==> config.mk <==
export PLATFORM = sky130hd
export DESIGN_NAME = sub20_serial_flat
export DESIGN_NICKNAME = d
export VERILOG_FILES = /design/src/rtl/sub20_serial_pkg.sv /design/src/rtl/sub20_serial_if.sv /design/src/rtl/sub20_serial_full_subtractor.sv /design/src/rtl/sub20_serial.sv /design/src/flat_wrapper.sv
export SDC_FILE = /design/constraint.sdc
export NUM_CORES = 1
export LEC_CHECK = 0
export CAP_MARGIN = 20
export CORE_MARGIN = 2
export CORE_UTILIZATION = 35
export CTS_BUF_LIST = sky130_fd_sc_hd__clkbuf_4
export DETAILED_ROUTE_END_ITERATION = 8
export DONT_BUFFER_PORTS = 1
export PLACE_DENSITY_LB_ADDON = 0.2
export SYNTH_ARGS = -nofsm -noshare
export SYNTH_HDL_FRONTEND = slang
export SYNTH_HIERARCHICAL = 1
export SYNTH_SLANG_ARGS = --single-unit
==> constraint.sdc <==
create_clock -name clk -period 6.15 [get_ports clk]
set_clock_uncertainty 0.05 [all_clocks]
set_input_delay 0.9225 -clock clk [delete_from_list [all_inputs] [get_ports clk]]
set_output_delay 0.9225 -clock clk [all_outputs]
set_load 0.01 [all_outputs]
==> src/rtl/sub20_serial_pkg.sv <==
// Shared definitions for the bit-serial subtractor.
//   WIDTH   : default operand/result width, shared with the ripple adder datapath
//   CNT_W   : width of the serial bit counter
//   state_t : FSM state encoding (IDLE / RUN / DONE)
package sub20_serial_pkg;

    localparam int WIDTH = 20;
    localparam int CNT_W = $clog2(WIDTH);

    typedef enum logic [1:0] {
        ST_IDLE = 2'd0,
        ST_RUN  = 2'd1,
        ST_DONE = 2'd2
    } state_t;

endpackage

==> src/rtl/sub20_serial_if.sv <==
// Handshake and data bundle for the serial subtractor.
//   master : drives start/a/b, observes busy/done/diff/bout/zero/overflow
//   slave  : the subtractor side
interface sub20_serial_if #(
    parameter int WIDTH = sub20_serial_pkg::WIDTH
);
    logic             start;
    logic [WIDTH-1:0] a;
    logic [WIDTH-1:0] b;
    logic             busy;
    logic             done;
    logic [WIDTH-1:0] diff;
    logic             bout;
    logic             zero;
    logic             overflow;

    modport master (
        output start, a, b,
        input  busy, done, diff, bout, zero, overflow
    );

    modport slave (
        input  start, a, b,
        output busy, done, diff, bout, zero, overflow
    );
endinterface

==> src/rtl/sub20_serial_full_subtractor.sv <==
// One-bit full subtractor: d = a - b - bin, with borrow out.
//   a, b : operand bits
//   bin  : borrow in
//   d    : difference bit
//   bout : borrow out
module full_subtractor (
    input  logic a,
    input  logic b,
    input  logic bin,
    output logic d,
    output logic bout
);
    assign d    = a ^ b ^ bin;
    assign bout = (~a & b) | (~(a ^ b) & bin);
endmodule

==> src/rtl/sub20_serial.sv <==
// Bit-serial subtractor computing a - b, LSB first, one bit per clock through
// a single full-subtractor cell and a borrow flop.
//   clk  : clock, rising edge
//   rst  : asynchronous active-high reset
//   bus  : slave side of sub20_serial_if
//          start/a/b in; busy, done (1-cycle pulse), diff, bout, zero, overflow out
// Results are published only on entry to DONE and held until the next one.
module sub20_serial
    import sub20_serial_pkg::*;
#(
    parameter int WIDTH = sub20_serial_pkg::WIDTH
) (
    input  logic        clk,
    input  logic        rst,
    sub20_serial_if.slave bus
);
    localparam int CW = $clog2(WIDTH);
    localparam logic [CW-1:0] CNT_LAST = CW'(WIDTH - 1);

    state_t           state;
    logic [CW-1:0]    cnt;
    logic [WIDTH-1:0] a_sr;
    logic [WIDTH-1:0] b_sr;
    logic [WIDTH-1:0] res_sr;
    logic             brw;
    // Operand sign bits are kept aside because the shift registers lose them.
    logic             a_msb;
    logic             b_msb;

    logic             d_bit;
    logic             brw_nxt;
    logic [WIDTH-1:0] res_nxt;

    full_subtractor u_fs (
        .a    (a_sr[0]),
        .b    (b_sr[0]),
        .bin  (brw),
        .d    (d_bit),
        .bout (brw_nxt)
    );

    // Difference bits enter at the MSB so after WIDTH shifts bit 0 lands at LSB.
    assign res_nxt = {d_bit, res_sr[WIDTH-1:1]};

    always_ff @(posedge clk or posedge rst) begin
        if (rst) begin
            state        <= ST_IDLE;
            cnt          <= '0;
            a_sr         <= '0;
            b_sr         <= '0;
            res_sr       <= '0;
            brw          <= 1'b0;
            a_msb        <= 1'b0;
            b_msb        <= 1'b0;
            bus.busy     <= 1'b0;
            bus.done     <= 1'b0;
            bus.diff     <= '0;
            bus.bout     <= 1'b0;
            bus.zero     <= 1'b0;
            bus.overflow <= 1'b0;
        end else begin
            case (state)
                ST_IDLE, ST_DONE: begin
                    bus.done <= 1'b0;
                    if (bus.start) begin
                        state    <= ST_RUN;
                        bus.busy <= 1'b1;
                        a_sr     <= bus.a;
                        b_sr     <= bus.b;
                        a_msb    <= bus.a[WIDTH-1];
                        b_msb    <= bus.b[WIDTH-1];
                        cnt      <= '0;
                        brw      <= 1'b0;
                    end else begin
                        state    <= ST_IDLE;
                        bus.busy <= 1'b0;
                    end
                end
                ST_RUN: begin
                    a_sr   <= a_sr >> 1;
                    b_sr   <= b_sr >> 1;
                    brw    <= brw_nxt;
                    res_sr <= res_nxt;
                    if (cnt == CNT_LAST) begin
                        state        <= ST_DONE;
                        cnt          <= '0;
                        bus.busy     <= 1'b0;
                        bus.done     <= 1'b1;
                        bus.diff     <= res_nxt;
                        bus.bout     <= brw_nxt;
                        bus.zero     <= (res_nxt == '0);
                        bus.overflow <= (a_msb != b_msb) && (res_nxt[WIDTH-1] != a_msb);
                    end else begin
                        cnt <= cnt + 1'b1;
                    end
                end
                default: begin
                    state    <= ST_IDLE;
                    bus.busy <= 1'b0;
                    bus.done <= 1'b0;
                end
            endcase
        end
    end
endmodule

==> src/flat_wrapper.sv <==
// flat-port wrapper written by rule: the top's interface ports become plain ports
module sub20_serial_flat import sub20_serial_pkg::*;
#(
    parameter int WIDTH = sub20_serial_pkg::WIDTH
)
  (clk, rst, bus_start, bus_a, bus_b, bus_busy, bus_done, bus_diff, bus_bout, bus_zero, bus_overflow);
  sub20_serial_if #(.WIDTH(WIDTH)) bus_i ();
  input  logic clk;
  input  logic rst;
  input wire logic [$bits(bus_i.start)-1:0] bus_start;
  input wire logic [$bits(bus_i.a)-1:0] bus_a;
  input wire logic [$bits(bus_i.b)-1:0] bus_b;
  output wire logic [$bits(bus_i.busy)-1:0] bus_busy;
  output wire logic [$bits(bus_i.done)-1:0] bus_done;
  output wire logic [$bits(bus_i.diff)-1:0] bus_diff;
  output wire logic [$bits(bus_i.bout)-1:0] bus_bout;
  output wire logic [$bits(bus_i.zero)-1:0] bus_zero;
  output wire logic [$bits(bus_i.overflow)-1:0] bus_overflow;
  assign bus_i.start = bus_start;
  assign bus_i.a = bus_a;
  assign bus_i.b = bus_b;
  assign bus_busy = bus_i.busy;
  assign bus_done = bus_i.done;
  assign bus_diff = bus_i.diff;
  assign bus_bout = bus_i.bout;
  assign bus_zero = bus_i.zero;
  assign bus_overflow = bus_i.overflow;
  sub20_serial #(.WIDTH(WIDTH)) u_core (.clk(clk), .rst(rst), .bus(bus_i));
endmodule
==> impl.org <==
** Global route
- Global router's overall resource usage :: a little over an eighth
- Vias in the first global route :: 2664
- The first global-routing pass estimated around 13000 µm of wire.
- The number of antenna violations at the first check in global routing is 0.
- Remaining Overflow, GRT :: 0
- Maximum number of pins on one net before global-route repair :: 99

** Critical path
- Tracing the worst setup path back leads to its startpoint at u_core/state[1].
- Across all register-to-register paths, the minimum setup slack is ~4000 ps.
- In this run the worst path has a maximum fanout of 31.
- Critical path data arrival time :: 2460 ps
- The critical path is of the flop to flop type.
- The largest individual stage delay along the critical path comes from the cell and2b_2.
- The signal on the critical path passes through and2b_2 -> nand2_4 -> mux2_4.
- STA classifies the critical path endpoint as a flop.
- For the worst setup path, the data required time is 6440 ps.
- Critical path startpoint category :: flop
- The startpoint identified for the worst register-to-register timing path is u_core/state[1].
- In this design, the stage delay of the slowest critical-path cell is 670 ps.

** Route
- The final route contains 2694 vias.
- For this run, the detailed router's first-pass iteration total came to 4.
- After detailed routing, the average wire length per cell comes to between 10 and 15 µm.
- Met2 WL :: 3573 µm
- Routed wl met3 :: between 600 and 700 µm
- Antenna Nets Post-Route :: 0
- For this run, design rule violations remaining after detail routing come to 0.
- In the routed layout, each cell is associated on average with a via count of a little under 5.
- For this block, the initial DRC count from the detailed router was 134.
- The final layout contains routed wiring with a total length of ~8000 µm.
- The highest metal layer carrying signal wires in the routed design is met4.
- In the final routing, the length of wire on met1 measures 3708 µm.

** Floorplanning
- Number of top-level design ports :: 68
- Die extent in y :: 111.3 µm
- Measured along the x axis, the die boundary spans 111.3 µm.
- Rows :: 39
- Die footprint :: roughly 12000 µm²
- Placeable core area :: 11320 µm²
- Initial standard-cell utilization of the core :: a little over a third

** Clock tree
- Clock tree synthesis selected as its root buffer the cell clkbuf_4.
- Hold-fix buffers at CTS :: 0
- Post_cts resized :: 0
- CTS HTree Levels :: 3
- TritonCTS clock tree :: yes
- The clock passes through at most 2 buffers.
- The later pin in the worst-skew pair is clocked with a latency of 460 ps.
- Worst-path clk slew :: approximately 160 ps
- Sink Count :: between 90 and 100
- In this run the post-CTS setup repair buffer count came out at 0.
- Clock buffer count from CTS :: 9

** Synthesis
- Top post-synthesis cells by area :: dfrtp_1, nand2_1, mux2_4, a31oi_1, nor2_1
- In this run, synthesis produced a sequential element count of slightly above 90.
- Share of synthesized area occupied by flip-flops and latches :: 57.78%
- Number of standard cells after synthesis :: 408
- Cell area after technology mapping :: 4028 µm²
- Cell accounting for the most synthesized area :: dfrtp_1
- After synthesis, the mean cell area works out to 9.872 µm².
- For this run, the number of Yosys warnings is 6.
- Counting every net in the synthesized netlist gives 453.
- The number of different library cells used by synthesis comes to 28.
- Top-area cell type share of the netlist area :: between 50% and 60%

** Layout
- Highest-count cells in the layout ignoring fill and taps :: nand2_1, dfrtp_1, nor2_1
- The repair_antennas step left the layout with diodes totalling 0.
- In the final layout, the share of cells above drive strength 1 is 11.78%.
- Area of all placed cells without fillers :: 4270 µm²
- At the end of the flow, the number of nets in the layout was 439.
- Leaving out fill and tap cells, the most frequent cell in the layout is nand2_1.
- Growth of design area from synthesis to finish :: 6.027%

** Worst hold path
- Min-delay worst type :: input pin to async pin

** Place
- Number of buffers added on ports :: 0
- Post-Place Setup Slack :: 3801 ps
- The congestion estimate from routability-driven global placement came to 0.6792.
- In this run the cell area measured after placement is between 4000 and 5000 µm².
- DPL Wire Length :: 4981 µm

** Timing
- Setup repair after global routing left no endpoint under its margin.
- The final hold violation count was 0.
- Final-report setup violation count :: 0
- Setup total negative slack on the finished layout was measured at 0 ps.
- Final period utilization :: a little over a third
- Based on the critical path, the design can be clocked at up to 462.0 MHz.
- Slew @ Worst Pin :: between 900 and 1000 ps
- Pins over their slew limit :: 0
- Worst setup slack after layout :: ~4000 ps
- Subtracting the final worst setup slack from the clock period gives 2165 ps.
- Headroom to the max-slew limit came out at 36.70%.

** Power
- Share of power burned in registers :: 48.5%
- Clock network power share :: 16.5%
- In this run, the combinational gates consume 35.0% of the power.
- In this run the power spent charging and discharging nets is 0.9011 mW.
- Switching share of total power :: roughly two fifths
- Static leakage :: about 2.1 nW
- Internal power comes to about 1.4 mW.
- Dividing total power by cell area gives a power density of 535.2 nW/µm².
- Across the VDD grid, the largest voltage drop is 239.4 µV.

** Outcome
- The run finished with clean final reports.

** Flow run
- Across the run, the number of max-cap violations was 0.
==> routing by layer <==
layer  GRT usage (%)  up-vias
met5               0        -
met4           4.198        0
met3           7.053       15
met2           20.12       82
met1           16.97     1269
li1                -     1328
==> power by group through the flow <==
| stage | registers, mW | logic (mW) | clock network, mW |
|---|---|---|---|
| 5_1_grt | 1.16 | 0.917 | 0.423 |
| 3_5_place_dp | 1.13 | 0.814 | 0 |
| 3_3_place_gp | 1.12 | 0.787 | 0 |
| 4_1_cts | 1.11 | 0.813 | 0.396 |
| 6_report | 1.11 | 0.799 | 0.378 |
| 2_1_floorplan | 1.06 | 0.699 | 0 |
==> flip-flops by register name (all words and copies together), names as in the netlist <==
name,flops
u_core/a_sr,20
u_core/b_sr,20
u_core/bus.diff,20
u_core/res_sr,19
u_core/cnt,5
u_core/state,2
u_core/a_msb,1
u_core/b_msb,1
u_core/brw,1
u_core/bus.bout,1
u_core/bus.busy,1
u_core/bus.overflow,1
u_core/bus.zero,1
==> worst paths after layout <==
| path | endpoint | depth (start not counted) |
|---|---|---|
| max in group asynchronous | u_core/b_sr[10] | 2 |
| worst max-delay path | u_core/bus.diff[16] | 3 |
| worst max register to register | u_core/bus.diff[16] | 3 |
| worst min-delay path | u_core/bus.diff[5] | 1 |
| min in group clk | u_core/b_msb | 2 |
| worst min register to register | u_core/b_msb | 2 |
==> Yosys cell counts <==
master     number
nand4_1         1
mux2_4         18
and3b_1         1
buf_6           2
nand2_4         1
fa_1            1
or4bb_2         1
o2bb2ai_1       1
o22ai_1         2
inv_1           7
mux2i_1         3
and4bb_1        1
nand3_1         7
nand2b_1        3
dfrtp_1        93
nor4_1          5
mux2_2          4
nor2_1         39
a31oi_1        38
ha_1            1
a22o_1          4
nand2_1       144
and2b_2         2
o211ai_1        2
buf_2          13
o21ai_0         1
nor2b_1         2
clkbuf_1       11
==> critical path, delay by kind of cell (launching register included) <==
kind	cells	cell delay, ps
flops	1	480
simple gates	2	1100
mux	1	410
==> stage by stage <==
stage                     total power, mW  hold slack (ps)  cells  util [%]
after floorplan                     1.761            409.3    408         -
after detailed placement            1.941            434.6    526     36.26
final                               2.286            286.1    542     37.72
after global placement              1.905            425.2    526     36.26
after CTS                           2.324            289.3    542     37.72
after global routing                2.496            290.0    542     37.72
==> layout make-up <==
| class | instances | area, µm² |
|---|---|---|
| fill | 1157 | 7051 |
| sequential | 93 | 2327 |
| multi-input combinational | 282 | 1563 |
| tap | 143 | 178.9 |
| clock inverter | 7 | 97.59 |
| clock buffer | 9 | 67.56 |
| inverter | 7 | 28.78 |
| timing repair buffer | 1 | 7.507 |
==> cell families (layout without fill, tap and decap cells) <==
logic type               count (synthesis)  count (layout)  synth area share, %
multiplexers                            25              25                8.574
AO/OA/AOI/OAI                           48              48                7.797
AND/OR/NAND/NOR                        207             207                21.19
adder cells (fa/ha/maj)                  2               2               0.8077
flip-flops                              93              93                57.78
buffers and inverters                   33              24                3.852
No activity file was read; power rests on OpenSTA's default activity.
